<file path="config.mk">
export PLATFORM = sky130hd
export DESIGN_NAME = fifo_wr_arbiter
export DESIGN_NICKNAME = d
export VERILOG_FILES = /design/src/rtl/fifo_wr_arbiter.sv
export SDC_FILE = /design/constraint.sdc
export NUM_CORES = 1
export LEC_CHECK = 0
export ABC_AREA = 1
export BUFFER_PORTS_ARGS = -buffer_cell sky130_fd_sc_hd__buf_2
export CORE_AREA = 10 10 51 53
export DETAILED_ROUTE_END_ITERATION = 12
export DIE_AREA = 0 0 61 63
export MAX_ROUTING_LAYER = met4
export PLACE_DENSITY = 0.75
export SYNTH_ARGS = -nofsm -noshare
export SYNTH_HDL_FRONTEND = slang
export SYNTH_SLANG_ARGS = --single-unit
</file>
<file path="constraint.sdc">
create_clock -name clk -period 2.3 [get_ports clk]
set_input_delay 0.23 -clock clk [delete_from_list [all_inputs] [get_ports clk]]
set_output_delay 0.23 -clock clk [all_outputs]
set_load 0.1 [all_outputs]
</file>
<file path="src/rtl/fifo_wr_arbiter.sv">
`default_nettype none
// ============================================================================
// Module      : fifo_wr_arbiter
// Description : Two-requester round-robin write arbiter feeding a sync FIFO,
//               with bounded bursts and full-flag stall.
// Revision    : 1.0 - initial release
// ============================================================================
module fifo_wr_arbiter #(
    parameter int unsigned DATA_W    = 8,
    parameter int unsigned BURST_MAX = 4
) (
    input  logic              clk,
    input  logic              rst,
    input  logic              req0_valid_i,
    input  logic              req1_valid_i,
    input  logic [DATA_W-1:0] req0_data_i,
    input  logic [DATA_W-1:0] req1_data_i,
    output logic              req0_ready_o,
    output logic              req1_ready_o,
    output logic              fifo_wr_en_o,
    output logic [DATA_W-1:0] fifo_data_o,
    input  logic              fifo_full_i,
    output logic [1:0]        grant_o
);

    localparam logic [1:0] c_ST_IDLE   = 2'd0;
    localparam logic [1:0] c_ST_GNT0   = 2'd1;
    localparam logic [1:0] c_ST_GNT1   = 2'd2;
    localparam logic [3:0] c_BURST_MAX = 4'(BURST_MAX);
    localparam logic [3:0] c_LAST_BEAT = c_BURST_MAX - 4'd1;

    logic [1:0] r_state;
    logic       r_prio;
    logic [3:0] r_cnt;

    logic [1:0] w_next_state;
    logic       w_beat;
    logic       w_burst_end;
    logic       w_entry;

    always_comb begin
        w_beat = 1'b0;
        if (!fifo_full_i) begin
            if (r_state == c_ST_GNT0) w_beat = req0_valid_i;
            if (r_state == c_ST_GNT1) w_beat = req1_valid_i;
        end
    end

    assign w_burst_end = (r_cnt == c_LAST_BEAT);

    always_comb begin
        w_next_state = r_state;
        case (r_state)
            c_ST_IDLE: begin
                if (req0_valid_i && req1_valid_i)
                    w_next_state = r_prio ? c_ST_GNT1 : c_ST_GNT0;
                else if (req0_valid_i)
                    w_next_state = c_ST_GNT0;
                else if (req1_valid_i)
                    w_next_state = c_ST_GNT1;
            end
            c_ST_GNT0: begin
                if (!req0_valid_i)
                    w_next_state = req1_valid_i ? c_ST_GNT1 : c_ST_IDLE;
                else if (w_beat && w_burst_end && req1_valid_i)
                    w_next_state = c_ST_GNT1;
            end
            c_ST_GNT1: begin
                if (!req1_valid_i)
                    w_next_state = req0_valid_i ? c_ST_GNT0 : c_ST_IDLE;
                else if (w_beat && w_burst_end && req0_valid_i)
                    w_next_state = c_ST_GNT0;
            end
            default: w_next_state = c_ST_IDLE;
        endcase
    end

    // A grant entry is any move into a GNT state from a different state.
    assign w_entry = (w_next_state != r_state) && (w_next_state != c_ST_IDLE);

    always_ff @(posedge clk or posedge rst) begin
        if (rst) begin
            r_state <= c_ST_IDLE;
            r_prio  <= 1'b0;
            r_cnt   <= 4'd0;
        end else begin
            r_state <= w_next_state;
            if (w_entry) begin
                r_cnt  <= 4'd0;
                r_prio <= (w_next_state == c_ST_GNT0);
            end else if (w_beat) begin
                // Burst limit reached with no competitor: keep the grant, restart count.
                r_cnt <= w_burst_end ? 4'd0 : r_cnt + 4'd1;
            end
        end
    end

    always_comb begin
        grant_o      = 2'b00;
        fifo_data_o  = '0;
        req0_ready_o = 1'b0;
        req1_ready_o = 1'b0;
        fifo_wr_en_o = w_beat;
        case (r_state)
            c_ST_GNT0: begin
                grant_o      = 2'b01;
                fifo_data_o  = req0_data_i;
                req0_ready_o = w_beat;
            end
            c_ST_GNT1: begin
                grant_o      = 2'b10;
                fifo_data_o  = req1_data_i;
                req1_ready_o = w_beat;
            end
            default: ;
        endcase
    end

endmodule
`default_nettype wire
</file>
* Yosys cells after proc, flatten, opt, wreduce, memory -nomap -nowiden *
Cells that the tools add are included.
W data, S select, Z words.

word-level totals
  flip-flop bits (word level) = 7
  ROM bits = 0
  RAM bits = 0
  latch bits = 0
  memories kept = 0
  output and inout port bits = 13
  bits of input ports = 21
  word-level logic and storage cells = 38

cells by class
  mux-type cells = 21
  multiply operators = 0
  add/subtract/negate cells = 1
  equal/unequal tests = 5
  bitwise logic cells = 0
  div/mod/pow operators = 0
  reductions and logical operators = 8
  shifts and indexed selects = 0
  $lt $le $gt $ge = 0

operators by type and width
  kind                   count
  $mux W2                9
  $pmux W8 S2            1
  $mux W4                3
  $mux W1                6
  $pmux W2 S3            1
  $logic_and A1 B1 Y1    5
  $add A4 B1 Y4 const B  1
  $eq A2 B1 Y1 const B   2
  $eq A4 B2 Y1 const B   1
  $pmux W2 S2            1
  $reduce_bool A2 Y1     2
  $eq A2 B2 Y1 const B   1
  $logic_not A2 Y1       1
  $ne A2 B2 Y1           1

* Depth between registers and ports, before layout *
  depth in word-level cells = 12
  depth in mapped cells = 15
  mapped depth without buffers = 15

* Worst setup path after synthesis *
No wires, ideal clock.

  path kind = reg-to-output
  from = reg r_state[0]
  to = out req0_ready_o
  data required time = 2.070 ns
  setup slack = -1.577 ns
  stages on the path, launching flop included = 7
  arrival = 3.647 ns
  buffers on the path = 0
  path through = dfrtp_1 -> inv_1 -> ha_1 -> a21oi_1 -> nor2_4 -> inv_1 -> nor2_1

between the ends
  cells in the longest elaborated chain, start to end = 5
  elaborated cells on any way between the ends = 6
  those cells by class = eq/ne: 2; mux: 4

ends and longest elaborated chain
  item                    RTL line  RTL
  start, declared         32        logic [1:0] r_state;
  start signal, assigned  83        r_state <= c_ST_IDLE;
  start signal, assigned  87        r_state <= w_next_state;
  $eq A2 B1 Y1            44        if (r_state == c_ST_GNT0) w_beat = req0_valid_i;
  $mux W1                 44
  $mux W1 (*)             45        if (r_state == c_ST_GNT1) w_beat = req1_valid_i;
  $mux W1 (*)             43        if (!fifo_full_i) begin
  via fifo_wr_en_o        20        output logic fifo_wr_en_o,
  $mux W1 (*)             104       case (r_state)
  end, declared           18        output logic req0_ready_o,

Mark *: on every way through the listed nets, which the timed path passes. The rest lies on a longest branch.

* Worst setup path after layout *
  from = reg r_state[1]
  to = out fifo_wr_en_o

between the ends
  cells in the longest elaborated chain, start to end = 4
  elaborated cells on any way between the ends = 5
  those cells by class = eq/ne: 2; mux: 3

ends and longest elaborated chain
  item           RTL line
  $eq A2 B1 Y1   44
  $mux W1        44
  $mux W1 (*)    45
  $mux W1 (*)    43
  end, declared  20

Mark *: on every way between the ends. The rest lies on a longest branch, timed or not.

==> results.yml <==
status:
  status: "finished clean"
synthesis:
  mappedNetlistNets: 139
  seq_area_frac_synth_pct: 25.1
  ys_ff_latch: 7
  syn_avg_cell_area_um2: 6.22
  synth.distinct_cells: 17
  synth_area_um2: 697
  synth_cells: 112
  yosysWarnings: 0
placed_design:
  place_congestion: 0.797
  dp_hpwl_um: 1730
  port_buffers: 33
  placed_area_um2: 1160
layout:
  fillCellCount: 135
  drive_gt1_share_pct: 41.3
  area_delta_synth_final_pct: 72.4
  design_area_um2: 1200
  final_util_pct: 72.7
  num_antenna_cells: 0
  multi_input_area_um2: 573
  nets: 178
  area.sequential_um2: 176
floorplanning:
  die_w_um: 61
  rows: 15
  ioPinCount: 34
  core_area_um2: 1650
  start_util_pct: 42.2
  fp.dieArea_um2: 3840
  die_h_um: 63
global_route:
  grt_max_degree: 14
  grt_use_total_pct: 10.2
  grt_pass1_vias: 773
  overflow: 0
  grt_pass1_wl_um: 3220
  antenna_found_initial: 0
worst_setup_path:
  startpoint: "r_state[1]$_DFF_PP0_"
  criticalPathCategory: "flop to primary output"
  r2r_setup_slack_ns: 0.33
  cp-start-kind: "flop"
  worstRegToRegCells: 13
  r2r-start: "r_state[1]$_DFF_PP0_"
  critPathCaptureType: "primary output"
  required_ns: 2.07
  critPathMaxFanout: 8
  crit_arrival_ns: 1.85
  reg2reg_to: "r_cnt[3]$_DFFE_PP0P_"
cts:
  hold_buffers: 1
  htree_levels: 1
  clk_root_buffer_cell: "clkbuf_4"
  cts.repair.resized: 0
  cts_tree: "yes"
  cts_inserted_buffers: 3
  insertion_delay_ns: 0.24
  postCtsSetupBuffers: 0
  clockBufferDepth: 2
  cts.sinks: 7
  clk_pin_slew_ns: 0.05
routing:
  avgViaCountPerCell: 4.78
  drtIter0Drc: 13
  wire_per_inst_um: 12.0
  drc_errors: 0
  ant_nets: 0
  routed_wl_um: 2000
  vias: 799
  drt-pass1-iter-count: 4
power:
  intPower_mw: 0.697
  p_switching_mw: 1.13
  p_sw_share_pct: 61.9
  seqPwrFrac_pct: 11.8
  p_comb_share_pct: 82.5
  ir_worst_vdd_uv: 1010
  clock_power_share_pct: 5.7
  power_per_cell_area_nw_per_um2: 1520
  power.leakage_nw: 0.544
timing:
  slew_headroom_pct: 67.4
  skew_ns: 0.00414
  maxSlewViolCount: 0
  final-setup-viol-count: 0
  worstMarginPinSlew_ns: 0.492
  rsz0062_at_grt: "no"
  max_freq_mhz: 481
  hold_violations: 0
  finalCriticalPeriod_ns: 2.08
  whs_ns: 0.448
  finalCritPeriodShare_pct: 90.4
worst_hold_path:
  hp-class: "primary input to async pin"
flow_run:
  maxCapViolCount: 0
[kinds of logic (layout without fill, tap and decap cells)]
group                    Yosys count  count (layout)  share of synthesized area [%]
adder cells (fa/ha/maj)            6               6                           10.8
XOR/XNOR                           1               1                           1.26
AO/OA/AOI/OAI                     14              14                           10.1
buffers and inverters             18              56                           10.1
multiplexers                       1               1                           1.44
AND/OR/NAND/NOR                   65              65                           41.3
flip-flops                         7               7                           25.1
[state kept, by name, indices dropped and copies added (netlist names)]
signal   cells
r_state      2
r_cnt        4
r_prio       1
[metrics by stage]
stage	instances	power (mW)	setup TNS, ns	setup slack [ns]
floorplan	112	1.34	-0.835	-0.144
CTS	167	1.85	0	0.202
finish	167	1.83	0	0.222
global route	167	1.95	0	0.0881
global placement	162	1.72	0	0.383
detailed placement	162	1.74	0	0.321
[layout by cell type (no fill, tap or decap)]
cell type       n
a21oi_1         2
a21oi_4         9
buf_12         10
buf_2          23
buf_4           2
clkbuf_1        1
clkbuf_4        3
clkinvlp_4      1
dfrtp_1         6
dfrtp_2         1
dlygate4sd3_1   1
ha_1            5
ha_4            1
inv_1          12
inv_2           3
mux2i_1         1
nand2_1        32
nand2_2         6
nand2_4         1
nand3_1         6
nand4_1         1
nor2_1         14
nor2_4          2
nor3_1          3
o21ai_0         3
xor2_1          1
[worst max-delay path: stages, from the launching register on]
cell and delay (ns):
dfrtp_1 0.47, inv_1 0.16, ha_1 0.23, a21oi_4 0.08, nor2_4 0.20, buf_2 0.47
[metal layers]
layer | track usage (%) | share of wire, % | vias to the layer above
li1 | - | - | 425
met1 | 11.3 | 42 | 338
met2 | 16.5 | 43 | 34
met3 | 3.46 | 14 | 2
met4 | 3.30 | 0.85 | 0
met5 | - | 0 | -
[power groups by stage]
stage | logic (mW) | registers [mW] | clock network, mW
6_report | 1.51 | 0.216 | 0.104
3_5_place_dp | 1.52 | 0.218 | 0
3_3_place_gp | 1.50 | 0.213 | 0
5_1_grt | 1.60 | 0.223 | 0.123
2_1_floorplan | 1.14 | 0.204 | 0
4_1_cts | 1.53 | 0.216 | 0.111
[cell usage after synthesis, drive strengths merged]
library cell	count	area share [%]
a21oi	11	7.9
mux2i	1	1.4
buf	2	1.4
xor2	1	1.3
nor2	16	9.7
inv	16	8.6
nand2	39	24
dfrtp	7	25
ha	6	11
nor3	3	2.2
nand3	6	4.3
nand4	1	0.90
o21ai	3	2.2
[area by class of cell]
| type | count | area share, % |
|---|---|---|
| well taps | 17 | 1.77 |
| inverters | 16 | 5.31 |
| repair buffers | 36 | 28.3 |
| multi-input cells | 87 | 47.7 |
| flip-flops and latches | 7 | 14.7 |
| clock buffers | 4 | 2.19 |
[how the worst max path moves through the flow]
stage	to	slack, ns
after floorplan	req0_ready_o	-0.14
after global placement	r_cnt[3]$_DFFE_PP0P_	0.38
after detailed placement	r_cnt[3]$_DFFE_PP0P_	0.32
after CTS	fifo_wr_en_o	0.20
after global routing	fifo_wr_en_o	0.09
final	fifo_wr_en_o	0.22
Power figures use the tool's default switching activity.
